<file path="src/rtl/cm2_cell_pkg.sv">
// Shared definitions for the CM2 cell BIST: op encoding, sequencer states,
// the reference gate function and the inert-input pad value.
package cm2_cell_pkg;

    localparam logic [2:0] OP_AND     = 3'd0;
    localparam logic [2:0] OP_OR      = 3'd1;
    localparam logic [2:0] OP_XOR     = 3'd2;
    localparam logic [2:0] OP_NAND    = 3'd3;
    localparam logic [2:0] OP_NOR     = 3'd4;
    localparam logic [2:0] OP_XNOR    = 3'd5;
    localparam logic [2:0] OP_NOT     = 3'd6;
    localparam logic [2:0] OP_ILLEGAL = 3'd7;

    // Wide enough for any fan-in encodable in a 3-bit arity
    localparam int GOLD_W = 8;

    typedef enum logic [1:0] {S_IDLE, S_HOLD, S_DONE} state_t;

    function automatic logic golden(input logic [2:0] op, input logic [2:0] arity,
                                    input logic [GOLD_W-1:0] vec);
        logic [GOLD_W-1:0] mask;
        logic [GOLD_W-1:0] v;
        logic              r;
        mask = (GOLD_W'(1) << arity) - GOLD_W'(1);
        v    = vec & mask;
        case (op)
            OP_AND, OP_NAND: r = &(v | ~mask);
            OP_OR,  OP_NOR:  r = |v;
            OP_XOR, OP_XNOR: r = ^v;
            default:         r = ~vec[0];
        endcase
        if (op == OP_NAND || op == OP_NOR || op == OP_XNOR) r = ~r;
        return r;
    endfunction

    function automatic logic pad_value(input logic [2:0] op);
        return (op == OP_AND) || (op == OP_NAND);
    endfunction

endpackage

</file>
<file path="src/rtl/cm2_cell_golden.sv">
// Combinational golden model of a CM2 gate cell of the given op and fan-in.
module cm2_cell_golden
    import cm2_cell_pkg::*;
#(
    parameter int N_MAX = 6
) (
    input  logic [2:0]       op,
    input  logic [2:0]       arity,
    input  logic [N_MAX-1:0] vec,
    output logic             y
);

    assign y = golden(op, arity, GOLD_W'(vec));

endmodule

</file>
<file path="src/rtl/cm2_cell_bist.sv">
// Exhaustive-vector BIST sequencer for one CM2 gate cell: drives every input
// combination, compares against the golden model, counts and captures failures.
module cm2_cell_bist
    import cm2_cell_pkg::*;
#(
    parameter int N_MAX  = 6,
    parameter int SETTLE = 1,
    parameter int ERR_W  = 8
) (
    input  logic             CLK,
    input  logic             RST_N,
    input  logic             START,
    input  logic [2:0]       OP,
    input  logic [2:0]       ARITY,
    output logic [N_MAX-1:0] DUT_IN,
    input  logic             DUT_OUT,
    output logic             BUSY,
    output logic             DONE,
    output logic             PASS,
    output logic             CFG_ERR,
    output logic [ERR_W-1:0] ERR_CNT,
    output logic             FAIL_VALID,
    output logic [N_MAX-1:0] FAIL_VEC
);

    // One spare bit so the all-ones vector of a full-width cell does not wrap
    localparam int VW = N_MAX + 1;

    state_t           state;
    logic [2:0]       op_q;
    logic [2:0]       ar_q;
    logic [VW-1:0]    vec;
    logic [3:0]       hold;
    logic [VW-1:0]    last_val;
    logic [N_MAX-1:0] stim;
    logic             cfg_ok;
    logic             sample;
    logic             gold_y;
    logic             mismatch;

    assign cfg_ok = (OP != OP_ILLEGAL) &&
                    ((OP == OP_NOT) || (ARITY >= 3'd2 && int'(ARITY) <= N_MAX));

    assign last_val = (VW'(1) << ar_q) - VW'(1);
    assign sample   = (state == S_HOLD) && (hold == 4'(SETTLE));
    assign mismatch = sample && (DUT_OUT != gold_y);

    always_comb begin
        stim = '0;
        for (int i = 0; i < N_MAX; i++)
            stim[i] = (i < int'(ar_q)) ? vec[i] : pad_value(op_q);
    end

    assign DUT_IN = (state == S_HOLD) ? stim : '0;

    cm2_cell_golden #(.N_MAX(N_MAX)) u_golden (
        .op    (op_q),
        .arity (ar_q),
        .vec   (vec[N_MAX-1:0]),
        .y     (gold_y)
    );

    always_ff @(posedge CLK) begin
        if (!RST_N) begin
            state      <= S_IDLE;
            op_q       <= '0;
            ar_q       <= '0;
            vec        <= '0;
            hold       <= '0;
            BUSY       <= 1'b0;
            DONE       <= 1'b0;
            PASS       <= 1'b0;
            CFG_ERR    <= 1'b0;
            ERR_CNT    <= '0;
            FAIL_VALID <= 1'b0;
            FAIL_VEC   <= '0;
        end else begin
            case (state)
                S_IDLE, S_DONE: begin
                    if (START) begin
                        DONE       <= 1'b0;
                        PASS       <= 1'b0;
                        CFG_ERR    <= 1'b0;
                        ERR_CNT    <= '0;
                        FAIL_VALID <= 1'b0;
                        vec        <= '0;
                        hold       <= '0;
                        if (cfg_ok) begin
                            state <= S_HOLD;
                            BUSY  <= 1'b1;
                            op_q  <= OP;
                            ar_q  <= (OP == OP_NOT) ? 3'd1 : ARITY;
                        end else begin
                            state   <= S_DONE;
                            DONE    <= 1'b1;
                            CFG_ERR <= 1'b1;
                        end
                    end
                end
                S_HOLD: begin
                    hold <= hold + 4'd1;
                    if (mismatch) begin
                        if (ERR_CNT != '1) ERR_CNT <= ERR_CNT + 1'b1;
                        if (!FAIL_VALID) begin
                            FAIL_VEC   <= stim;
                            FAIL_VALID <= 1'b1;
                        end
                    end
                    if (sample) begin
                        if (vec == last_val) begin
                            state <= S_DONE;
                            BUSY  <= 1'b0;
                            DONE  <= 1'b1;
                            // a final-vector miss has not reached ERR_CNT yet
                            PASS  <= (ERR_CNT == '0) && !mismatch;
                        end else begin
                            vec  <= vec + 1'b1;
                            hold <= '0;
                        end
                    end
                end
                default: state <= S_IDLE;
            endcase
        end
    end

endmodule

</file>
<file path="config.mk">
export PLATFORM = sky130hd
export DESIGN_NAME = cm2_cell_bist
export DESIGN_NICKNAME = d
export VERILOG_FILES = /design/src/rtl/cm2_cell_pkg.sv /design/src/rtl/cm2_cell_golden.sv /design/src/rtl/cm2_cell_bist.sv
export SDC_FILE = /design/constraint.sdc
export NUM_CORES = 1
export LEC_CHECK = 0
export ABC_AREA = 1
export BUFFER_PORTS_ARGS = -buffer_cell sky130_fd_sc_hd__buf_2
export CELL_PAD_IN_SITES_DETAIL_PLACEMENT = 1
export CELL_PAD_IN_SITES_GLOBAL_PLACEMENT = 1
export CORE_ASPECT_RATIO = 1.1
export CORE_MARGIN = 1.5
export CORE_UTILIZATION = 40
export DETAILED_ROUTE_END_ITERATION = 6
export GPL_ROUTABILITY_DRIVEN = 0
export PLACE_DENSITY_LB_ADDON = 0.1
export SYNTH_ARGS = -nofsm -noshare
export SYNTH_HDL_FRONTEND = slang
export SYNTH_HIERARCHICAL = 1
export SYNTH_SLANG_ARGS = --single-unit
</file>
<file path="constraint.sdc">
create_clock -name CLK -period 3.74 [get_ports CLK]
set_input_delay 0.374 -clock CLK [delete_from_list [all_inputs] [get_ports CLK]]
set_output_delay 0.374 -clock CLK [all_outputs]
set_load 0.01 [all_outputs]
</file>
# [Word level (Yosys, flattened, before mapping)]
# Cells that the tools add are included.
[op_classes] addsub=5 eq_ne=20 muxes=43 magnitude_cmp=8 n_reduce_logical=31 shift=2 bitwise_logic=6
[op_table] operator="$mux W8" n=3
[op_table] operator="$mux W7" n=3
[op_table] operator="$mux W1" n=19
[op_table] operator="$pmux W8 S2" n=1
[op_table] operator="$pmux W7 S2" n=1
[op_table] operator="$mux W4" n=3
[op_table] operator="$reduce_and A3 Y1" n=4
[op_table] operator="$reduce_and A4 Y1" n=3
[op_table] operator="$ne A2 B2 Y1 const B" n=5
[op_table] operator="$eq A3 B3 Y1 const B" n=3
[op_table] operator="$add A8 B1 Y8 const B" n=1
[op_table] operator="$and A6 B8 Y8" n=1
[op_table] operator="$logic_not A8 Y1" n=1
[op_table] operator="$mux W2" n=4
[op_table] operator="$ne A8 B8 Y1 const B" n=1
[op_table] operator="$not A8 Y8" n=1
[op_table] operator="$or A8 B8 Y8" n=1
[op_table] operator="$pmux W1 S2" n=4
[op_table] operator="$pmux W4 S2" n=1
[op_table] operator="$reduce_and A8 Y1" n=1
[op_table] operator="$reduce_or A2 Y1" n=4
[op_table] operator="$reduce_or A8 Y1" n=1
[op_table] operator="$reduce_xor A8 Y1" n=1
[op_table] operator="$shl A1 B3 Y8 const A" n=1
[op_table] operator="32 further kinds" n=47
[totals] reg_bits=38 output_inout_bits=25 in_bits=10 elab_cells=127

# [Longest topological paths before layout]
[depth] word_depth=15 mapped_depth=26 depth_no_buf=25

# [Modules after synthesis]
# The synthesis kept the hierarchy.
[by_module_without_submodules] module="cm2_cell_bist" area_each_um2=2124.5 seq_area_each_um2=760.7 n_inst=1 cells_each=308
[by_module_without_submodules] module="cm2_cell_golden" area_each_um2=415.4 seq_area_each_um2=0.0 n_inst=1 cells_each=82

# [Worst setup path after synthesis]
# No wires, ideal clock.
[synth_path] path_kind="reg-to-reg" startpoint="reg ar_q[1]" endpoint="reg FAIL_VEC[0]" setup_ns=0.128 stages_incl_launch_ff=24 n_path_buf=2 setup_slack_ns=0.896 t_arrival_ns=2.717 path_cell_list="dfxtp_1 buf_6 nor2_4 nand2_2 ha_1 nand4_1 nand3_1 ha_1 xnor2_1 inv_1 nand2_1 nand3_1 nand2_1 inv_1 nand2_1 nand2_1 nand2_1 nand2_1 xor2_1 nand2_1 or2_4 buf_6 a21oi_1 nor2_1"
[synth_between] elab_chain_len=11 elab_cells_between_ends=16
[synth_lines] element="start, declared" line_no="cm2_cell_bist.sv:31" text="logic [2:0] ar_q;"
[synth_lines] element="start signal, assigned" line_no="cm2_cell_bist.sv:92" text="ar_q <= (OP == OP_NOT) ? 3'd1 : ARITY;"
[synth_lines] element="$shl A1 B3 Y8 *" line_no="cm2_cell_pkg.sv:24" text="mask = (GOLD_W'(1) << arity) - GOLD_W'(1);"
[synth_lines] element="$sub A8 B2 Y8 *" line_no="cm2_cell_pkg.sv:24"
[synth_lines] element="$and A6 B8 Y8 or $not A8 Y8 (tied branches)" line_no="cm2_cell_pkg.sv:25, cm2_cell_pkg.sv:27"
[synth_lines] element="$or A8 B8 Y8" line_no="cm2_cell_pkg.sv:27" text="OP_AND, OP_NAND: r = &(v | ~mask);"
[synth_lines] element="$reduce_and A8 Y1" line_no="cm2_cell_pkg.sv:27"
[synth_lines] element="$pmux W1 S3 *" line_no="cm2_cell_pkg.sv:26" text="case (op)"
[synth_lines] element="$not A1 Y1" line_no="cm2_cell_pkg.sv:32" text="if (op == OP_NAND || op == OP_NOR || op == OP_XNOR) r = ~r;"
[synth_lines] element="$mux W1 *" line_no="cm2_cell_pkg.sv:32"
[synth_lines] element="named net gold_y" line_no="cm2_cell_bist.sv:38" text="logic gold_y;"
[synth_lines] element="$ne A1 B1 Y1 *" line_no="cm2_cell_bist.sv:46" text="assign mismatch = sample && (DUT_OUT != gold_y);"
[synth_lines] element="$logic_and A1 B1 Y1 *" line_no="cm2_cell_bist.sv:46"
[synth_lines] element="$reduce_and A3 Y1 (no line) *"
[synth_lines] element="end signal, assigned" line_no="cm2_cell_bist.sv:105" text="FAIL_VEC <= stim;"
[synth_lines] element="end, declared" line_no="cm2_cell_bist.sv:23" text="output logic [N_MAX-1:0] FAIL_VEC"
# The timed path passes the listed nets; every way through them passes the cells marked *.
# A chain may end at the register's enable or synchronous reset.

# [Worst setup path after layout]
[layout_path] startpoint="reg ar_q[0]" endpoint="reg ERR_CNT[3]"
[layout_between] elab_chain_len=12 elab_cells_between_ends=15
[layout_lines] element="$shl A1 B3 Y8 *" line_no="cm2_cell_pkg.sv:24"
[layout_lines] element="$sub A8 B2 Y8 *" line_no="cm2_cell_pkg.sv:24"
[layout_lines] element="$and A6 B8 Y8 or $not A8 Y8 (tied branches)" line_no="cm2_cell_pkg.sv:25, cm2_cell_pkg.sv:27"
[layout_lines] element="$or A8 B8 Y8" line_no="cm2_cell_pkg.sv:27"
[layout_lines] element="$reduce_and A8 Y1" line_no="cm2_cell_pkg.sv:27"
[layout_lines] element="$pmux W1 S3 *" line_no="cm2_cell_pkg.sv:26"
[layout_lines] element="$not A1 Y1" line_no="cm2_cell_pkg.sv:32"
[layout_lines] element="$mux W1 *" line_no="cm2_cell_pkg.sv:32"
[layout_lines] element="named net gold_y" line_no="cm2_cell_bist.sv:38"
[layout_lines] element="$ne A1 B1 Y1 *" line_no="cm2_cell_bist.sv:46"
[layout_lines] element="$logic_and A1 B1 Y1 *" line_no="cm2_cell_bist.sv:46"
[layout_lines] element="$ne A2 B2 Y1 (no line) *"
[layout_lines] element="$reduce_and A4 Y1 (no line) *"
[layout_lines] element="end signal, assigned" line_no="cm2_cell_bist.sv:103" text="if (ERR_CNT != '1) ERR_CNT <= ERR_CNT + 1'b1;"
[layout_lines] element="end, declared" line_no="cm2_cell_bist.sv:21" text="output logic [ERR_W-1:0] ERR_CNT,"
# Marked as above.

==> results.md <==
- CP max FO: 9
- Vias in the first global route: 2577
- Largest net degree at the start of global routing: 19
- Die area: 6840 um^2
- Worst r2r src: ar_q[0]
- Number of fill cells in the layout: 869
- Hold-fix buffers at CTS: 0
- PortBufs: 34
- Clock network power share: 0.276
- Power per standard cell area: 389 nW/um^2
- Cell count after synthesis: 390
- Starting Density: 0.413
- Hpwl dp: 5600 um
- Post-CTS Repair Setup Buffers: 0
- Initial antenna violation count: 0
- RSZ-0062 raised after global routing: no
- Switch Pwr: 0.422 mW
- Status: finished clean
- CTS tree: built
- Setup-failing EPs final: 0
- TNS Setup: 0 ns
- Site Rows: 30
- Power consumption: 1.11 mW
- Layout area overhead: 12.3%
- Post-synth top area share: 0.300
- Detail Route Antenna Nets: 0
- Mapped Area: 2540 um^2
- Placed Area: 2760 um^2
- Max Fclk: 0.315 GHz
- Net Sw Frac: 0.380
- Drt drc: 0
- Routed WL: 7110 um
- Hold path startpoint: OP[2]
- Critical Path End Type: register
- Slew @ Worst Pin: 0.578 ns
- Nets: 444
- Kind of critical path: register to register
- DRT iter0 DRCs: 62
- Post-route cell area: 2850 um^2
- TritonCTS Buffers: 5
- Critical Path RT: 3.94 ns
- R2r worst-path depth: 25
- Number of diodes: 0
- Clock latency on the worst-skew pair: 0.29 ns
- Synth warn: 6
- Hold path cells: 3
- Skew final: 0.00489 ns
- Top cells by area, synth: dfxtp_1, nand2_1, nor2_1
- Root Driver: clkbuf_8
- Worst EP arrival: 3.37 ns
- Multi-input logic area: 1530 um^2
- Synth area leader: dfxtp_1
- First-pass GRT wire length: 12200 um
- Layout cells sized above 1: 0.183
- Wire per inst: 14.1 um
- Sequential fraction of design power: 0.410
- Clk pin slew, worst setup/hold paths: 0.08 ns
- VDD IR-drop max: 203 uV
- Grt total ovfl: 0
- Final Util: 0.463
- Sequential area share after synthesis: 0.300
- Fin. Hold Viols: 0
- Via density: 5.10
- # H-tree levels: 2
- Number of library cell types mapped by synthesis: 34
- Register area: 761 um^2
- Commonest register cell after synthesis: dfxtp_1
- I/O Pins: 35
- Max Cap Violations: 0
- Final min period: 3.18 ns
- Global-route usage over all layers: 0.227
- Post-CTS sizing: 0
- Clock tree sinks: 38
- Placed cell count: 498
- Final period util: 0.849
- Crit path launch type: register
- Core area: 6160 um^2
- Type of the worst min-delay path: input pin to register
- Worst setup path start: ar_q[0]
- Async set-reset flop share out of synthesis: 0
- Slew HR: 0.612
- First-pass DRT Iterations: 4
- Logic pwr share: 0.314
- Slew Limit Fails: 0
- CTS max path bufs: 2
- Die Y: 86.6 um
- Avg Cell Area, Syn: 6.51 um^2
- DR vias: 2579
- LEAKAGE: 1.36 nW
- Fin cells: 506
- FF+latch count, synth: 38
- Pint: 0.688 mW
- Number of synthesized flops with an enable pin: 0
- Net Count, Synth: 409
- Die X: 79.0 um
## cells in the final DEF, fill, tap and decap left out, types with 3 or more instances in the layout
cell / count
a21oi_1: 22
buf_2: 34
clkbuf_8: 6
dfxtp_1: 38
ha_1: 9
inv_1: 38
inv_2: 6
nand2_1: 91
nand2_2: 9
nand3_1: 41
nand4_1: 8
nor2_1: 58
nor2_2: 5
nor2_4: 3
o21ai_0: 20
xor2_1: 10
## layout make-up
type / count / share of cell area
clock buffers: 6 / 0.0289
well taps: 80 / 0.0351
multi-input cells: 297 / 0.536
clock inverters: 2 / 0.00439
repair buffers: 36 / 0.0649
flip-flops and latches: 38 / 0.267
inverters: 47 / 0.0636
## synthesized netlist by cell type (2+ instances only)
library cell	n
inv_2	6
nand2_4	2
inv_4	2
nand3_1	41
nor2_2	5
o21ai_0	20
nand2_1	91
nor2_4	3
nand3b_1	2
xnor2_1	2
a21oi_1	22
o21bai_1	2
nor2_1	58
inv_1	38
o22ai_1	2
nand4_1	8
clkbuf_1	3
buf_6	5
dfxtp_1	38
xor2_1	10
nand2_2	9
ha_1	9
## power groups by stage
stage / Combinational (mW) / Clock [mW] / Sequential (mW)
3_5_place_dp: 0.351 / 0 / 0.465
5_1_grt: 0.396 / 0.333 / 0.460
3_3_place_gp: 0.343 / 0 / 0.464
2_1_floorplan: 0.248 / 0 / 0.464
6_report: 0.348 / 0.307 / 0.456
4_1_cts: 0.354 / 0.315 / 0.456
## final timing paths
kind         slack (ns)         end
max                0.56  ERR_CNT[3]
min                0.32     op_q[2]
max reg2reg        0.56  ERR_CNT[3]
min reg2reg        0.47    state[1]
## layer usage
layer	track usage	share of wire
met1	0.294	0.48
met2	0.399	0.49
met3	0.0326	0.022
met4	0.0478	0.0091
met5	0	0
## flip-flops by register name, indices dropped and copies added (netlist names)
name,count
op_q,3
FAIL_VALID,1
hold,4
DONE,1
FAIL_VEC,6
BUSY,1
CFG_ERR,1
ERR_CNT,8
ar_q,3
PASS,1
vec,7
state,2
## worst max-delay path, stage by stage, from the launching register on
cell and delay (ns):
dfxtp_1 0.53, nor2_4 0.06, nand2_2 0.08, ha_1 0.23, inv_1 0.07, nand2_1 0.09
nand3_1 0.09, ha_1 0.31, xnor2_1 0.18, inv_1 0.06, nand2_1 0.06, nand3_1 0.06
nand2_1 0.06, inv_1 0.04, nand2_1 0.07, nand2_1 0.05, nand2_1 0.05, nand2_1 0.05
xor2_1 0.19, nand2_1 0.12, nand2_1 0.15, nand3_4 0.15, inv_2 0.14, nand3_1 0.08
nand2_1 0.07, nor2_1 0.04
## through the flow
step | hold WS (ns) | setup WS [ns]
5_1_grt | 0.338 | 0.140
6_report | 0.321 | 0.564
3_5_place_dp | 0.463 | 0.562
2_1_floorplan | 0.444 | 0.896
4_1_cts | 0.318 | 0.525
3_3_place_gp | 0.459 | 0.719
## kinds of logic (layout without fill, tap and decap cells)
logic type / Yosys count / count (layout) / share of synthesized area
simple gates: 226 / 226 / 0.409
buf+inv: 55 / 91 / 0.0980
compound gates: 50 / 50 / 0.107
flops: 38 / 38 / 0.300
xor+xnor: 12 / 12 / 0.0414
fa+ha+maj: 9 / 9 / 0.0443
(Power assumes the default switching activity.)
